**config.mk**
```make
export PLATFORM = sky130hd
export DESIGN_NAME = qpi_flash_responder
export DESIGN_NICKNAME = d
export VERILOG_FILES = /design/src/rtl/qpi_flash_responder.sv
export SDC_FILE = /design/constraint.sdc
export NUM_CORES = 1
export LEC_CHECK = 0
export CORE_MARGIN = 2
export CORE_UTILIZATION = 35
export CTS_CLUSTER_SIZE = 12
export DETAILED_ROUTE_END_ITERATION = 8
export GPL_ROUTABILITY_DRIVEN = 0
export GPL_TIMING_DRIVEN = 0
export SLEW_MARGIN = 20
export SYNTH_ARGS = -nofsm -noshare
export SYNTH_HDL_FRONTEND = slang
export SYNTH_SLANG_ARGS = --single-unit
export TNS_END_PERCENT = 100
```
**constraint.sdc**
```tcl
create_clock -name clk -period 4.1 [get_ports clk]
set_input_delay 0.615 -clock clk [delete_from_list [all_inputs] [get_ports clk]]
set_output_delay 0.615 -clock clk [all_outputs]
set_load 0.01 [all_outputs]
```
**src/rtl/qpi_flash_responder.sv**
```systemverilog
// Flash-side QPI responder: decodes the controller's command stream and serves EBh quad reads
// from a byte-wide memory port. `QPI_RESPONDER_SWRESET_EN adds the 66h/99h software reset.
module qpi_flash_responder #(
  parameter int unsigned SYNC_STAGES = 2
) (
  input  logic        clk,
  input  logic        reset,
  input  logic        flash_nCE,
  input  logic        flash_SCK,
  input  logic [3:0]  flash_IO_in,
  output logic [3:0]  flash_IO_out,
  output logic        flash_IO_oe,
  output logic [23:0] mem_addr,
  output logic        mem_read,
  input  logic        mem_ready,
  input  logic [7:0]  mem_data,
  output logic        qpi_mode,
  output logic        cont_mode,
  output logic        underrun
);

  typedef enum logic [2:0] {IDLE, CMD, PARAM, ADDR, MODE, DUMMY, DATA, IGNORE} state_t;

  state_t state, state_n, cmd_next;

  logic [SYNC_STAGES-1:0]      sck_sync, nce_sync;
  logic [SYNC_STAGES-1:0][3:0] io_sync;
  logic       sck_s, nce_s, sck_d, nce_d;
  logic [3:0] io_s;
  logic       sck_rise, sck_fall, nce_rise, nce_fall;

  logic [3:0]  cnt;
  logic [19:0] sh;
  logic [1:0]  dummy_cfg, pend_cfg;
  logic        pend_cfg_valid, pend_qpi_on, pend_qpi_off, mode_done;
  logic        oe_reg, phase, data_valid;
  logic [7:0]  mem_buf, cur_byte, cmd_byte;
  logic [3:0]  lo_nib, dummy_last;
  logic [1:0]  outstanding;
  logic        fresh, have, cmd_last, set_qpi_on, set_qpi_off;
`ifdef QPI_RESPONDER_SWRESET_EN
  logic        rst_armed, pend_rsten, pend_swrst, set_rsten, set_swrst;
`endif

  assign sck_s    = sck_sync[SYNC_STAGES-1];
  assign nce_s    = nce_sync[SYNC_STAGES-1];
  assign io_s     = io_sync[SYNC_STAGES-1];
  assign nce_fall = nce_d & ~nce_s;
  assign nce_rise = ~nce_d & nce_s;
  assign sck_rise = ~sck_d & sck_s & ~nce_s;
  assign sck_fall = sck_d & ~sck_s & ~nce_s;

  assign flash_IO_oe = oe_reg & ~flash_nCE;

  assign cmd_byte   = qpi_mode ? {sh[3:0], io_s} : {sh[6:0], io_s[0]};
  assign cmd_last   = qpi_mode ? (cnt == 4'd1) : (cnt == 4'd7);
  assign dummy_last = {1'b0, dummy_cfg, 1'b0} - 4'd1;

  // The memory answers in order; only the reply to the most recent fetch is kept.
  assign fresh    = mem_ready & ~mem_read & (outstanding == 2'd1);
  assign have     = data_valid | fresh;
  assign cur_byte = data_valid ? mem_buf : mem_data;

  always_ff @(posedge clk or posedge reset) begin
    if (reset) begin
      sck_sync <= '0;
      nce_sync <= '1;
      io_sync  <= '0;
      sck_d    <= 1'b0;
      nce_d    <= 1'b1;
    end else begin
      sck_sync <= {sck_sync[SYNC_STAGES-2:0], flash_SCK};
      nce_sync <= {nce_sync[SYNC_STAGES-2:0], flash_nCE};
      io_sync  <= {io_sync[SYNC_STAGES-2:0], flash_IO_in};
      sck_d    <= sck_s;
      nce_d    <= nce_s;
    end
  end

  always_ff @(posedge clk or posedge reset) begin
    if (reset) state <= IDLE;
    else       state <= state_n;
  end

  always_comb begin
    cmd_next    = IGNORE;
    set_qpi_on  = 1'b0;
    set_qpi_off = 1'b0;
`ifdef QPI_RESPONDER_SWRESET_EN
    set_rsten   = 1'b0;
    set_swrst   = 1'b0;
`endif
    state_n     = state;
    if (qpi_mode) begin
      case (cmd_byte)
        8'hFF:   set_qpi_off = 1'b1;
        8'hC0:   cmd_next = PARAM;
        8'hEB:   cmd_next = ADDR;
        default: ;
      endcase
    end else if (cmd_byte == 8'h38) begin
      set_qpi_on = 1'b1;
    end
`ifdef QPI_RESPONDER_SWRESET_EN
    if (cmd_byte == 8'h66)              set_rsten = 1'b1;
    if (cmd_byte == 8'h99 && rst_armed) set_swrst = 1'b1;
`endif
    if (nce_rise) begin
      state_n = IDLE;
    end else if (nce_fall) begin
      state_n = cont_mode ? ADDR : CMD;
    end else if (sck_rise) begin
      case (state)
        CMD:     if (cmd_last) state_n = cmd_next;
        PARAM:   if (cnt[0]) state_n = IGNORE;
        ADDR:    if (cnt == 4'd5) state_n = MODE;
        MODE:    if (cnt[0]) state_n = (dummy_cfg == 2'd0) ? DATA : DUMMY;
        DUMMY:   if (cnt == dummy_last) state_n = DATA;
        default: ;
      endcase
    end
  end

  always_ff @(posedge clk or posedge reset) begin
    if (reset) begin
      flash_IO_out   <= '0;
      mem_addr       <= '0;
      mem_read       <= 1'b0;
      qpi_mode       <= 1'b0;
      cont_mode      <= 1'b0;
      underrun       <= 1'b0;
      dummy_cfg      <= '0;
      pend_cfg       <= '0;
      pend_cfg_valid <= 1'b0;
      pend_qpi_on    <= 1'b0;
      pend_qpi_off   <= 1'b0;
      mode_done      <= 1'b0;
      oe_reg         <= 1'b0;
      phase          <= 1'b0;
      data_valid     <= 1'b0;
      mem_buf        <= '0;
      lo_nib         <= '0;
      outstanding    <= '0;
      cnt            <= '0;
      sh             <= '0;
`ifdef QPI_RESPONDER_SWRESET_EN
      rst_armed      <= 1'b0;
      pend_rsten     <= 1'b0;
      pend_swrst     <= 1'b0;
`endif
    end else begin
      mem_read <= 1'b0;
      if (mem_read && !mem_ready && outstanding != 2'd3)
        outstanding <= outstanding + 2'd1;
      else if (mem_ready && !mem_read && outstanding != 2'd0)
        outstanding <= outstanding - 2'd1;
      if (fresh) begin
        mem_buf    <= mem_data;
        data_valid <= 1'b1;
      end

      if (nce_rise) begin
        oe_reg     <= 1'b0;
        data_valid <= 1'b0;
        if (!mode_done)     cont_mode <= 1'b0;
        if (pend_qpi_on)    qpi_mode  <= 1'b1;
        if (pend_cfg_valid) dummy_cfg <= pend_cfg;
        if (pend_qpi_off) begin
          qpi_mode  <= 1'b0;
          cont_mode <= 1'b0;
        end
`ifdef QPI_RESPONDER_SWRESET_EN
        rst_armed <= pend_rsten;
        if (pend_swrst) begin
          qpi_mode  <= 1'b0;
          cont_mode <= 1'b0;
          dummy_cfg <= '0;
        end
`endif
      end else if (nce_fall) begin
        cnt            <= '0;
        oe_reg         <= 1'b0;
        phase          <= 1'b0;
        mode_done      <= 1'b0;
        pend_cfg_valid <= 1'b0;
        pend_qpi_on    <= 1'b0;
        pend_qpi_off   <= 1'b0;
`ifdef QPI_RESPONDER_SWRESET_EN
        pend_rsten     <= 1'b0;
        pend_swrst     <= 1'b0;
`endif
      end else if (sck_rise) begin
        cnt <= (state_n != state) ? 4'd0 : cnt + 4'd1;
        sh  <= (state == CMD && !qpi_mode) ? {sh[18:0], io_s[0]} : {sh[15:0], io_s};
        case (state)
          CMD: if (cmd_last) begin
            pend_qpi_on  <= set_qpi_on;
            pend_qpi_off <= set_qpi_off;
`ifdef QPI_RESPONDER_SWRESET_EN
            pend_rsten   <= set_rsten;
            pend_swrst   <= set_swrst;
`endif
          end
          PARAM: if (cnt[0]) begin
            pend_cfg       <= sh[1:0];
            pend_cfg_valid <= 1'b1;
          end
          ADDR: if (cnt == 4'd5) begin
            mem_addr   <= {sh[19:0], io_s};
            mem_read   <= 1'b1;
            data_valid <= 1'b0;
          end
          MODE: if (cnt[0]) begin
            mode_done <= 1'b1;
            cont_mode <= (sh[1:0] == 2'b10);
          end
          default: ;
        endcase
      end else if (sck_fall && state == DATA) begin
        oe_reg <= 1'b1;
        phase  <= ~phase;
        if (!phase) begin
          flash_IO_out <= have ? cur_byte[7:4] : 4'hF;
          lo_nib       <= have ? cur_byte[3:0] : 4'hF;
          if (!have) underrun <= 1'b1;
          mem_addr   <= mem_addr + 24'd1;
          mem_read   <= 1'b1;
          data_valid <= 1'b0;
        end else begin
          flash_IO_out <= lo_nib;
        end
      end
    end
  end

endmodule

```
==> results of run 1 <==
worst max-delay path by stage:
stage | slack (ps) | cells after the start | from | to
detailed placement | 1690 | 4 | mem_ready | mem_buf[2]
floorplan | 930 | 1 | reset | cnt[0]
global placement | -630 | 2 | reset | mem_addr[18]
CTS | 1700 | 7 | nce_sync[1] | sh[2]
global route | 1450 | 7 | nce_sync[1] | sh[2]
finish | 1680 | 9 | nce_sync[1] | cnt[2]
critical path, stage by stage (launching register included):
cell	delay [ps]
dfstp_2	590
inv_1	60
ha_1	180
clkbuf_1	220
and3b_1	250
nand2b_1	180
nor4b_1	460
o21ai_2	140
a31oi_1	150
a31oi_1	50
kinds of logic after synthesis:
family          after synthesis  synth area share [%]
xor+xnor                      4                0.6796
buf+inv                      47                 3.979
mux                          34                 6.964
fa+ha+maj                     9                 2.184
compound gates              157                 17.76
simple gates                209                 20.80
flops                        98                 47.63
synthesized netlist by cell type (all sizes together), types with 7 or more instances:
cell | instances | area (sq um)
mux2i | 19 | 190.2
mux2 | 15 | 168.9
a31oi | 12 | 75.07
dfrtp | 95 | 2377
o21ai | 36 | 187.7
nand2b | 7 | 43.79
clkbuf | 17 | 63.81
inv | 15 | 56.30
ha | 9 | 112.6
nor2b | 12 | 75.07
nand2 | 46 | 172.7
nor3 | 24 | 120.1
nor2 | 66 | 257.8
a21oi | 70 | 354.1
nand4 | 7 | 50.05
o22ai | 11 | 68.82
buf | 15 | 85.08
nand3 | 16 | 90.09
power by group:
part / leakage (nW) / total (mW) / switching [mW] / internal, mW
Sequential: 1.20 / 1.28 / 0.156 / 1.12
Clock: 0.151 / 0.909 / 0.356 / 0.553
Combinational: 1.20 / 0.626 / 0.341 / 0.285
through the flow:
step	hold WS, ps	setup slack [ps]	total power [mW]
2_1_floorplan	331.2	927.9	1.719
3_3_place_gp	333.0	-626.1	1.872
3_5_place_dp	334.7	1688	1.913
4_1_cts	349.7	1696	2.827
5_1_grt	355.9	1453	2.972
6_report	348.9	1678	2.814
metal layers:
metal,vias to the layer above,global-route usage (%)
met1,2261,25.13
met2,173,29.16
met5,-,0
met3,24,3.124
met4,0,7.386
li1,2126,-
area by class of cell:
cell class | count | area (sq um)
clock buffers | 14 | 254.0
repair buffers | 50 | 518.0
flip-flops and latches | 98 | 2456
clock inverters | 2 | 60.06
multi-input cells | 413 | 2495
plain buffers | 32 | 148.9
well taps | 184 | 230.2
fillers | 1398 | 8255
inverters | 15 | 61.31
==> metrics.txt, run 1 <==
Via Count 4584; Leak 2.553 nW; CP Capture Type flip-flop; largest net degree at the start of global routing 65; later-pin clock latency in the skew report 350 ps; DR iter-0 viols 321; Max VDD drop 222.5 uV; Worst Setup Start Kind flip-flop; Final Hold Viols 0; cell count after synthesis 558; FP Rows 44; # resized after CTS 0; DRC 0; Synth Warn # 0; Max Cap Viol 0; fin crit period 2422 ps; CTS buffer count 9; R2R depth 9; WL per Instance 17.41 um; port bufs 49; worst-path maximum fanout 9; hold wc startpoint io_sync[3]; ys async rst share 100.0%; Syn-to-layout area delta 20.70%; Mapped Nets 584; terminus of the critical flop-to-flop path cnt[2]; Biggest register mem_addr; synthesized area 5156 sq um; drt pass-1 iters 5; postcts setup bufs 0; Clk pin slew, worst setup/hold paths 60 ps; Post-DP Area 5909 sq um; Most used DFF post-synth dfrtp_1; Core Area 14480 sq um; GRT Total Usage 18.38%; Sink Count 98; die width 125.4 um; WP data arrival 2630 ps; maximum clock path buffer count 2; Setup Viol. Count Final 0; uppermost layer routed met4; status finished, final reports clean; PD cells 452.1 nW/um^2; final core occ 42.98%; CTS tree yes; fin. max-slew vios 0; Worst Skew 8.792 ps; DIE AREA 15720 sq um; worst slew pin tran 654.8 ps; most common cell after layout, fill and taps aside dfrtp_1; flip-flop count of the largest register after layout 24; HPWL Detailed 9901 um; CP required 4310 ps; Design Area, Final 6223 sq um; vias in the first global route 4483; initial antenna violation count 0; max_slew headroom 56.35%; FMAX 412.8 MHz; hold_buf cts 0; DRT met1 WL 6368 um; Post-Route WL 14070 um; RSZ-0062 raised after global routing false; most frequent cells in the layout dfrtp_1 (95), a21oi_1 (69), nor2_1 (64); layout cells sized above 1 9.295%; placed cell count 792; Net count, final 645; met2 WL post-DR 6463 um; Yosys cell types 62; Setup TNS 0 ps; Largest regs mem_addr x24, sh x20, mem_buf x8; first-pass GRT wire length 23260 um; WL met3 900 um; Final ANT Viol Nets 0; sequential-to-total area share from yosys stat 47.63%; Worst R2R Start nce_sync[1]; period utilization 59.08%; Layout Cells excl Fill 808; EDFF count, synth 0; GRT overflow 0; H-tree depth 3; WHS Path Cells 0; HP Class reg2reg; Die Height 125.4 um; average size of a mapped cell 9.240 sq um; worst hold endpoint io_s[3]; vias per cell 5.673; Setup CP Type reg2reg; Root Buffer clkbuf_16; Initial Utilization 35.61%; Antenna Cells 0; IO Pins 50; reg-to-reg slack, setup 1680 ps; Yosys reg bits 98
No activity file was read; power rests on OpenSTA's default activity.
==> run 2, diff against run 1 <==
- clock period: 4.1 -> 2.3 ns (I/O delays scaled with it)
==> run 2 against run 1 <==
Net effect:
- maximum frequency rose by 12%
- final cell count did not move
- power rose by 73%
- global-route usage fell by 0.16 points
- core utilization rose by 0.30 points
- clock power rose by 58%
- wire length fell by 1.4%
- critical path depth fell by 4
- largest cell class unchanged
- largest power group unchanged
==> metrics.txt, run 2 (synthesis results as in run 1) <==
drt pass-1 iters 4; Buf/Inv on CP 2; Largest regs mem_addr x24, sh x20, mem_buf x8; FMAX 464.1 MHz; Worst Skew 7.457 ps; Post-DP Area 5948 sq um; first-pass GRT wire length 23060 um; Post-Route WL 13880 um; Net count, final 645; M1 GR Usage 25.14%; placed cell count 794; status finished, final reports clean; flip-flop count of the largest register after layout 24; Leak 2.563 nW; period utilization 93.69%; top cell family by delay on the critical path buffers and inverters; later-pin clock latency in the skew report 350 ps; vias per cell 5.563; Setup TNS 0 ps; register area 2456 sq um; WP data arrival 2430 ps; Via Count 4495; Initial Utilization 35.61%; Worst Setup Start Kind flip-flop; HPWL Detailed 9980 um; most common cell after layout, fill and taps aside dfrtp_1; GRT overflow 0; GRT Total Usage 18.23%; fin crit period 2155 ps; Tot Pwr 4.859 mW; final worst slack 145.1 ps; Setup Viol. Count Final 0; Antenna Cells 0; layout filler cell count 1397; CTS buffer count 9; DRC 0; IO Pins 50; postcts setup bufs 0; Core Area 14480 sq um; WL per Instance 17.17 um; worst slew pin tran 630.5 ps; fin. max-slew vios 0; setup slack at placement -110.0 ps; Design Area, Final 6267 sq um; initial antenna violation count 0; RSZ-0062 raised after global routing false; GRT Max-Usage Layer met2; Die Height 125.4 um; Sink Count 98; Layout Cells excl Fill 808; Max Cap Viol 0; CP Capture Type flip-flop; H-tree depth 3; vias in the first global route 4317; met2 usage 28.84%; Hold Slack 349.6 ps; HP Class reg2reg; Final Hold Viols 0; maximum clock path buffer count 2; grt met3 use 3.038%; final core occ 43.29%; Max VDD drop 421.2 uV; Biggest register mem_addr; CP dominant cell by count clkbuf_1; Syn-to-layout area delta 21.55%; most frequent cells in the layout dfrtp_1 (95), a21oi_1 (68), nor2_1 (63); PD cells 775.2 nW/um^2; Worst path max stage delay 550 ps; port bufs 49; max_slew headroom 57.97%; CP required 2570 ps; critical-path cell list nor3b_1 > clkbuf_1 > clkbuf_1 > o21ai_0 > a2bb2oi_1; layout cells sized above 1 11.54%; area of the multi-input gates 2529 sq um; die width 125.4 um; CP max-delay cell clkbuf_1; Clk pin slew, worst setup/hold paths 70 ps; DR iter-0 viols 346; Setup CP Type reg2reg; FP Rows 44; largest net degree at the start of global routing 31; Final ANT Viol Nets 0; worst-path maximum fanout 10; Root Buffer clkbuf_16; CTS tree yes; DIE AREA 15720 sq um
==> run 2: layout make-up <==
cell class / instances / area share [%]
Multi-Input combinational cell: 413 / 40.35
Buffer: 30 / 2.416
Tap cell: 184 / 3.673
Sequential cell: 98 / 39.19
Clock buffer: 12 / 4.093
Inverter: 15 / 0.9583
Clock inverter: 4 / 0.4192
Timing Repair Buffer: 52 / 8.904
==> run 2: path summary, 6_finish.rpt <==
| check | cells past startpoint | endpoint | start | slack [ps] |
|---|---|---|---|---|
| setup / recovery | 5 | mem_addr[23] | nce_sync[1] | 150 |
| hold reg to reg | 0 | io_s[3] | io_sync[3] | 350 |
| hold / removal | 0 | io_s[3] | io_sync[3] | 350 |
| max in group asynchronous | 4 | mem_addr[18] | reset | 1200 |
| min in group asynchronous | 2 | pend_qpi_off | reset | 400 |
| setup reg to reg | 5 | mem_addr[23] | nce_sync[1] | 150 |
==> run 2: timing repair <==
item / in CTS / in global routing
pin swaps: 0 / 1
gates resized for setup: 3 / 10
setup endpoints to repair: 16 / 48
hold buffers: 0 / 0
==> run 2: per-layer routing <==
layer  vias up  wire (um)
met1      2190       6505
li1       2126          -
met3        24        719
met4         0        334
met2       155       6318
met5         -          0
==> run 2: where the power goes <==
part / internal [mW] / switching, mW / leakage (nW)
sequential: 2.00 / 0.286 / 1.20
clock: 0.791 / 0.645 / 0.139
combinational: 0.519 / 0.615 / 1.22
==> run 3, diff against run 2 <==
- CAP_MARGIN: not set -> 20
- DONT_BUFFER_PORTS: not set -> 1
==> run 3 against run 2 <==
Net effect:
- critical path depth up 3
- first-iteration DRC count rose by 11%
- via count decreased by 3.8%
- global-route usage decreased by 0.44 points
- design area is 6.7% lower
- highest routed layer unchanged
==> metrics.txt, run 3 (synthesis results as in run 1) <==
M1 GR Usage 23.17%; later-pin clock latency in the skew report 350 ps; status finished, final reports clean; CTS tree yes; period utilization 95.44%; critical-path cell list inv_1 > ha_2 > and3b_1 > nand2b_1 > nor4b_2 > o21ai_2 > a31oi_1 > a31oi_1; top cell family by delay on the critical path simple AND/OR/NAND/NOR gates; Die Height 125.4 um; area of the multi-input gates 2529 sq um; flip-flop count of the largest register after layout 24; DRC 0; Largest regs mem_addr x24, sh x20, mem_buf x8; grt met3 use 5.263%; Initial Utilization 35.61%; Root Buffer clkbuf_16; final worst slack 104.9 ps; largest net degree at the start of global routing 35; CP Capture Type flip-flop; Leak 2.415 nW; drt pass-1 iters 7; initial antenna violation count 0; RSZ-0062 raised after global routing false; Max VDD drop 360.6 uV; CTS buffer count 9; most frequent cells in the layout dfrtp_1 (95), a21oi_1 (68), nor2_1 (63); WL per Instance 18.22 um; PD cells 858.0 nW/um^2; Worst Skew 9.478 ps; Setup CP Type reg2reg; Antenna Cells 0; Max Cap Viol 0; Worst Setup Start Kind flip-flop; DR iter-0 viols 384; Setup Viol. Count Final 0; GRT Max-Usage Layer met2; most common cell after layout, fill and taps aside dfrtp_1; layout filler cell count 1426; IO Pins 50; FMAX 455.6 MHz; Worst path max stage delay 600 ps; maximum clock path buffer count 2; layout cells sized above 1 12.28%; DIE AREA 15720 sq um; CP dominant cell by count a31oi_1; HP Class in2reg; worst-path maximum fanout 9; Biggest register mem_addr; FP Rows 44; first-pass GRT wire length 22470 um; Clk pin slew, worst setup/hold paths 60 ps; GRT Total Usage 17.78%; vias per cell 5.677; Syn-to-layout area delta 13.35%; GRT overflow 0; vias in the first global route 4279; CP max-delay cell dfstp_2; met2 usage 28.71%; die width 125.4 um; port bufs 0; HPWL Detailed 9843 um; Sink Count 98; fin crit period 2195 ps; H-tree depth 3; Buf/Inv on CP 1; WP data arrival 2410 ps; Post-Route WL 13880 um; Net count, final 600; fin. max-slew vios 0; setup slack at placement -126.6 ps; max_slew headroom 61.86%; Final Hold Viols 0; Core Area 14480 sq um; register area 2456 sq um; Final ANT Viol Nets 0; Via Count 4326; CP required 2510 ps; final core occ 40.36%; worst slew pin tran 572.1 ps
## run 3: cell count changes in the layout (fill, tap and decap cells not counted), moves of 2 or more
cell | previous run | this run
clkinv_2 | 2 | 0
buf_4 | 2 | 4
bufinv_16 | 0 | 2
dlygate4sd3_1 | 0 | 2
clkdlybuf4s50_1 | 49 | 0
clkbuf_1 | 15 | 17
## run 3: area by class of cell
type	count	share of cell area [%]
Buffer	31	2.633
Inverter	15	1.028
Sequential cell	98	42.03
Timing Repair Buffer	6	1.627
Clock buffer	13	4.453
Tap cell	184	3.939
Clock inverter	2	1.028
Multi-Input combinational cell	413	43.27
## run 3: per-layer routing
metal	vias to the layer above	share of wire (%)
met5	-	0
met4	0	1.6
met3	19	7.1
met2	147	47
met1	2135	45
li1	2025	-
## run 3: power breakdown
part           leakage, nW  switching [mW]  internal, mW
registers             1.20           0.281          2.00
clock network        0.156           0.640          1.01
logic                 1.06           0.602         0.481
## run 3: worst paths after layout
check	startpoint	to	slack, ps	depth (start not counted)
max in group asynchronous	reset	mem_buf[1]	1130	4
max reg2reg	nce_sync[1]	cnt[2]	100	8
min	flash_IO_in[3]	io_sync[3]	20	0
min reg2reg	sck_sync[0]	sck_sync[1]	350	0
min in group asynchronous	reset	io_s[2]	510	2
max	nce_sync[1]	cnt[2]	100	8
## run 3: what timing repair did
item,4_1_cts,5_1_grt
hold endpoints to repair,18,0
gates resized for setup,3,10
buffers inserted,0,1
pin swaps,0,1
endpoints found under the setup margin,16,34
hold buffers,2,0
## run 3: worst reg2reg max path, delay by kind of cell, from the launching register on
family | cells | cell delay, ps
AOI/OAI and AO/OA | 3 | 380
buffers and inverters | 1 | 60
adders and majority gates | 1 | 250
and+or+nand+nor | 3 | 760
DFF | 1 | 600
## run 3: per-stage QoR
step / cell area, sq um / hold slack [ps] / std cells / power (mW) / TNS [ps]
floorplan: 5160 / 331.2 / 558 / 3.065 / 0
global placement: 5390 / 339.2 / 742 / 3.293 / -1237
detailed placement: 5458 / 267.5 / 745 / 3.369 / -946.3
CTS: 5804 / 11.22 / 761 / 5.027 / 0
global route: 5844 / 1.415 / 762 / 5.300 / 0
finish: 5844 / 17.96 / 762 / 5.014 / 0
